**src/rtl/ringosc_pkg.sv**
```systemverilog
// Shared types and constants for the ring-oscillator measurement controller.
package ringosc_pkg;

  typedef enum logic [2:0] {
    ST_IDLE   = 3'd0,
    ST_SETTLE = 3'd1,
    ST_GATE   = 3'd2,
    ST_DRAIN  = 3'd3,
    ST_DONE   = 3'd4
  } meas_state_t;

  localparam int SYNC_STAGES  = 2;
  localparam int DRAIN_CYCLES = 2;
  localparam int CNT_W_DEF    = 16;
  localparam int GATE_W_DEF   = 16;

endpackage

```
**src/rtl/ringosc_edge_sync.sv**
```systemverilog
// Synchronizes the free-running ring output into clk and flags its rising edges.
module ringosc_edge_sync
  import ringosc_pkg::*;
(
  input  logic clk,
  input  logic rst_n,
  input  logic async_in,
  output logic edge_pulse
);

  // sh[0..SYNC_STAGES-1] is the synchronizer; the extra top flop holds the previous value.
  logic [SYNC_STAGES:0] sh;

  always_ff @(posedge clk) begin
    if (!rst_n) sh <= '0;
    else        sh <= {sh[SYNC_STAGES-1:0], async_in};
  end

  assign edge_pulse = sh[SYNC_STAGES-1] & ~sh[SYNC_STAGES];

endmodule

```
**src/rtl/ringosc_meas_ctrl.sv**
```systemverilog
// Ring-oscillator measurement controller: enable, settle, count edges over a gate, hand back result.
// Define RINGOSC_MEAS_CONTINUOUS_EN to keep the ring running and chain back-to-back windows.
module ringosc_meas_ctrl
  import ringosc_pkg::*;
#(
  parameter int CNT_W         = CNT_W_DEF,
  parameter int GATE_W        = GATE_W_DEF,
  parameter int SETTLE_CYCLES = 8
) (
  input  logic              clk,
  input  logic              rst_n,
  input  logic              start,
  input  logic [GATE_W-1:0] gate_len,
  output logic              osc_en,
  input  logic              osc_in,
  output logic              busy,
  output logic [CNT_W-1:0]  result,
  output logic              result_valid,
  input  logic              result_ready,
  output logic              overflow
);

  // One down-counter times every phase, so it must hold the largest of them.
  localparam int SET_W  = $clog2(SETTLE_CYCLES + 1);
  localparam int TMR_W0 = (GATE_W > SET_W) ? GATE_W : SET_W;
  localparam int TMR_W  = (TMR_W0 > 2) ? TMR_W0 : 2;

  meas_state_t       state_q, state_d;
  logic [TMR_W-1:0]  tmr_q, tmr_d;
  logic [GATE_W-1:0] gate_q, gate_d;
  logic [CNT_W-1:0]  cnt_d;
  logic              ovf_d, osc_en_d, vld_d, busy_d;
  logic              edge_pulse;

  ringosc_edge_sync u_sync (
    .clk        (clk),
    .rst_n      (rst_n),
    .async_in   (osc_in),
    .edge_pulse (edge_pulse)
  );

  always_comb begin
    state_d = state_q;
    tmr_d   = tmr_q;
    gate_d  = gate_q;
    cnt_d   = result;
    ovf_d   = overflow;
    case (state_q)
      ST_IDLE: begin
        if (start && (gate_len != '0)) begin
          state_d = ST_SETTLE;
          gate_d  = gate_len;
          tmr_d   = TMR_W'(SETTLE_CYCLES - 1);
          cnt_d   = '0;
          ovf_d   = 1'b0;
        end
      end
      ST_SETTLE: begin
        if (tmr_q == '0) begin
          state_d = ST_GATE;
          tmr_d   = TMR_W'(gate_q) - TMR_W'(1);
        end else begin
          tmr_d = tmr_q - TMR_W'(1);
        end
      end
      ST_GATE: begin
        // Saturate rather than wrap; overflow marks that an edge was lost.
        if (edge_pulse) begin
          if (&result) ovf_d = 1'b1;
          else         cnt_d = result + CNT_W'(1);
        end
        if (tmr_q == '0) begin
          state_d = ST_DRAIN;
          tmr_d   = TMR_W'(DRAIN_CYCLES - 1);
        end else begin
          tmr_d = tmr_q - TMR_W'(1);
        end
      end
      ST_DRAIN: begin
        if (tmr_q == '0) state_d = ST_DONE;
        else             tmr_d   = tmr_q - TMR_W'(1);
      end
      ST_DONE: begin
        if (result_ready) begin
`ifdef RINGOSC_MEAS_CONTINUOUS_EN
          if (start) begin
            state_d = ST_GATE;
            tmr_d   = TMR_W'(gate_q) - TMR_W'(1);
            cnt_d   = '0;
            ovf_d   = 1'b0;
          end else begin
            state_d = ST_IDLE;
          end
`else
          state_d = ST_IDLE;
`endif
        end
      end
      default: state_d = ST_IDLE;
    endcase

`ifdef RINGOSC_MEAS_CONTINUOUS_EN
    osc_en_d = (state_d != ST_IDLE);
`else
    osc_en_d = (state_d == ST_SETTLE) || (state_d == ST_GATE);
`endif
    vld_d  = (state_d == ST_DONE);
    busy_d = (state_d != ST_IDLE);
  end

  always_ff @(posedge clk) begin
    if (!rst_n) begin
      state_q      <= ST_IDLE;
      tmr_q        <= '0;
      gate_q       <= '0;
      result       <= '0;
      overflow     <= 1'b0;
      osc_en       <= 1'b0;
      busy         <= 1'b0;
      result_valid <= 1'b0;
    end else begin
      state_q      <= state_d;
      tmr_q        <= tmr_d;
      gate_q       <= gate_d;
      result       <= cnt_d;
      overflow     <= ovf_d;
      osc_en       <= osc_en_d;
      busy         <= busy_d;
      result_valid <= vld_d;
    end
  end

endmodule

```
**config.mk**
```make
export PLATFORM = sky130hd
export DESIGN_NAME = ringosc_meas_ctrl
export DESIGN_NICKNAME = d
export VERILOG_FILES = /design/src/rtl/ringosc_pkg.sv /design/src/rtl/ringosc_edge_sync.sv /design/src/rtl/ringosc_meas_ctrl.sv
export SDC_FILE = /design/constraint.sdc
export NUM_CORES = 1
export LEC_CHECK = 0
export ABC_AREA = 0
export BUFFER_PORTS_ARGS = -buffer_cell sky130_fd_sc_hd__clkbuf_2
export CAP_MARGIN = 25
export CELL_PAD_IN_SITES_DETAIL_PLACEMENT = 0
export CELL_PAD_IN_SITES_GLOBAL_PLACEMENT = 2
export CORE_ASPECT_RATIO = 1.75
export CORE_MARGIN = 2
export CORE_UTILIZATION = 34
export CTS_CLUSTER_DIAMETER = 80
export DETAILED_ROUTE_END_ITERATION = 10
export HOLD_SLACK_MARGIN = 0.15
export PLACE_DENSITY = 0.79
export RECOVER_POWER = 100
export SYNTH_ARGS = -nofsm -noshare
export SYNTH_HDL_FRONTEND = slang
export SYNTH_SLANG_ARGS = --single-unit
export TNS_END_PERCENT = 10
```
**constraint.sdc**
```tcl
create_clock -name clk -period 2.7 [get_ports clk]
set_input_delay 0.54 -clock clk [delete_from_list [all_inputs] [get_ports clk]]
set_output_delay 0.54 -clock clk [all_outputs]
set_load 0.02 [all_outputs]
```
==> impl_results.md <==
- Outcome: finished clean
- RSZ-0062 raised after global routing: false
- Tot Pwr: around 4.2 mW
- Rel. slew slack: 38.4%
- Nets: 446
- Bufs and invs on worst path: 3
- Worst-Margin Slew: slightly above 900 ps
- Final WS setup: 214 ps
- Die H: approximately 130 microns
- Hold WC Path Type: in2reg
- Delay-heaviest family, CP: compound AO/OA/AOI/OAI gates
- Syn-to-layout area delta: 20.1%
- R2r setup slk: 300 ps
- Total gr overflow: 0
- Worst path cell trace: clkbuf_2 > or4_1 > o41ai_4 > buf_4 > a22oi_1 > a21oi_1 > clkbuf_2 > o21ai_0 > o221ai_1
- Top FF cell, synth: dfxtp_1
- Worst Clk Skew: between 6 and 7 ps
- Final instance area: 3720 sq um
- Crit end category: register
- Hold WS: 415 ps
- Routed wire length: 8660 microns
- GR peak layer: met2
- Die Wd: 76.1 microns
- CTS tree: built
- Crit Path Max Fanout: 12
- Worst Setup Path Type: in2reg
- Total core area: 8980 sq um
- Overall die area: about 9900 sq um
- Worst-Skew Late Latency: 330 ps
- Routability Congestion: 0.801
- Clock slew at reported path FFs: roughly 50 ps
- WP data required: 2930 ps
- DP Area: 3490 sq um
- Sequential-to-total area share from yosys stat: 37.5%
- WL/cell: 15.9 microns
- DRC: 0
- Mapped cell area: 3100 sq um
- Antenna violations before repair: 0
- GRT Total Usage: 18.7%
- Vias in the first global route: 2,995
- Cts bufs inserted: 9
- First-pass GRT wire length: approximately 14,000 microns
- Grt met1 use: ~17%
- Worst Path Arrival: 2710 ps
- Max-cap violation count: 0
- Fin crit share: 92.1%
- Port Buf Inserts: 40
- Fin. max-slew vios: 0
- Post-placement worst setup slack: 56.0 ps
- Inserted Diodes: 0
- Startpoint Class: primary input
- Placed Cells: about 530
- Initial core utilization: roughly 34%
- Async SR Flop Fraction: 0%
- FF-to-FF path depth: 9
- Pre-antenna DRT Iters: 4
- Num rows: 46
- Register bit total from synthesis: 58
- CP startpoint: gate_len[11]
- Final min period: between 2000 and 2500 ps
- H-Tree Depth: 3
- Mean Syn Cell Area: 8.39 sq um
- Worst hold path endpoint: u_sync.sh[0]
- Post-DP HPWL: roughly 6600 microns
- Max rail drop VDD: 625 uV
- Pwr/cell area: 1130 nW/um^2
- Post-DR vias/cell: 5.26
- Max stage delay on crit path: 590 ps
- Syn Nets: 393
- Cts hold-fix bufs: 0
- Post-synth EDFFs: 0
- Layout cells sized above 1: roughly an eighth
- Setup violators final: 0
- Hold Path Origin: osc_in
- Clk root buf: clkbuf_16
- Final non-filler cell total: 545
- Largest net degree at the start of global routing: 21
- Slowest stage cell on the critical path: or4_1
- Reg-to-Reg End: tmr_q[6]
- Hold Vio Cnt, Final: 0
- FF-to-FF Start: tmr_q[1]
- Routing usage on met2: 38.1%
- DR iter-0 viols: between 50 and 60
- Core Util, Final: 41.4%
- Setup TNS: 0 ps
- Fmax achieved: 402 MHz
- DRT antenna net count: 0
- Post-Syn Instances: 369
- P_leak: 1.54 nW
- Hold path depth: 2
- Max clock buf depth: 2
- Synth cell types: just under 60
- M3 GR Usage: 2.42%
- Postcts setup bufs: 0
- Post-cts sizing count: 0
- Syn. warnings: 0
- Most used cell, CP: clkbuf_2
- # IOs: 41
- CTS sink count: 58
- Vias: around 2,900
-- cell families (layout without fill, tap and decap cells) --
kind of cell    after synthesis  after routing  synth area share, %
simple gates                172            172                 27.6
fa+ha+maj                     3              3                 1.21
xor+xnor                     31             31                 8.77
buf+inv                      27             83                 4.97
compound gates               61             61                 14.5
flops                        58             58                 37.5
mux                          17             17                 5.49
-- final cells by class --
type	count	area (sq um)
Sequential cell	58	1160
Timing Repair Buffer	57	297
Clock inverter	3	40.0
Clock buffer	11	253
Tap cell	120	150
Inverter	12	45.0
Fill cell	947	5260
Multi-Input combinational cell	284	1770
-- metal layers --
layer  wire, microns  up-vias
met5               0        -
met4             341        0
met3             216       19
met2            4880       59
met1            3220     1348
li1                -     1438
-- sequential cells by signal (all words and copies together) (netlist names) --
| name | flops |
|---|---|
| busy | 1 |
| gate_q | 16 |
| osc_en | 1 |
| overflow | 1 |
| result | 16 |
| result_valid | 1 |
| state_q | 3 |
| tmr_q | 16 |
| u_sync.sh | 3 |
-- cell usage after synthesis, types with 2 or more instances --
library cell / instances / area [sq um]
o221ai_1: 2 / 17.5
o21ai_1: 2 / 10.0
o211ai_1: 2 / 15.0
a21oi_1: 14 / 70.1
and2_1: 4 / 25.0
nor3_1: 17 / 85.1
xor2_1: 23 / 201
or4_1: 8 / 60.1
dfxtp_1: 58 / 1160
clkbuf_1: 9 / 33.8
xnor2_1: 8 / 70.1
inv_1: 12 / 45.0
ha_1: 3 / 37.5
nor2_1: 60 / 225
nand3_1: 12 / 60.1
and3_1: 2 / 12.5
mux2i_1: 17 / 170
nand2_1: 31 / 116
a221o_1: 3 / 30.0
nor3b_1: 2 / 15.0
a32oi_1: 3 / 26.3
nor4_1: 10 / 62.6
o211a_1: 2 / 20.0
o31ai_1: 3 / 22.5
o21ai_0: 13 / 65.1
or3_1: 3 / 18.8
buf_6: 3 / 33.8
nand4_1: 13 / 81.3
-- cells in the final DEF, fill, tap and decap left out, types with 3 or more instances in the layout --
master,instances
dfxtp_1,58
or3_1,3
clkbuf_16,9
o31ai_1,3
a221o_1,3
inv_1,12
and2_1,3
nor3_1,17
ha_1,3
a32oi_1,3
nand3_1,12
clkbuf_2,20
nor2_1,60
nand2_1,31
nand4_1,13
xor2_1,23
nor4_1,10
mux2i_1,17
clkbuf_1,25
o21ai_0,14
or4_1,8
xnor2_1,8
buf_4,11
a21oi_1,15
-- power breakdown --
| group | switching, mW | total (mW) | internal, mW |
|---|---|---|---|
| Combinational | 1.14 | 1.86 | 0.713 |
| Clock | 0.385 | 1.13 | 0.749 |
| Sequential | 0.194 | 1.23 | 1.04 |
-- worst max-delay path by stage --
stage	cells after the start	to
floorplan	7	gate_q[6]
global placement	9	tmr_q[6]
detailed placement	9	tmr_q[6]
CTS	9	tmr_q[3]
global route	9	tmr_q[6]
finish	9	tmr_q[6]
Power figures use the tool's default switching activity.
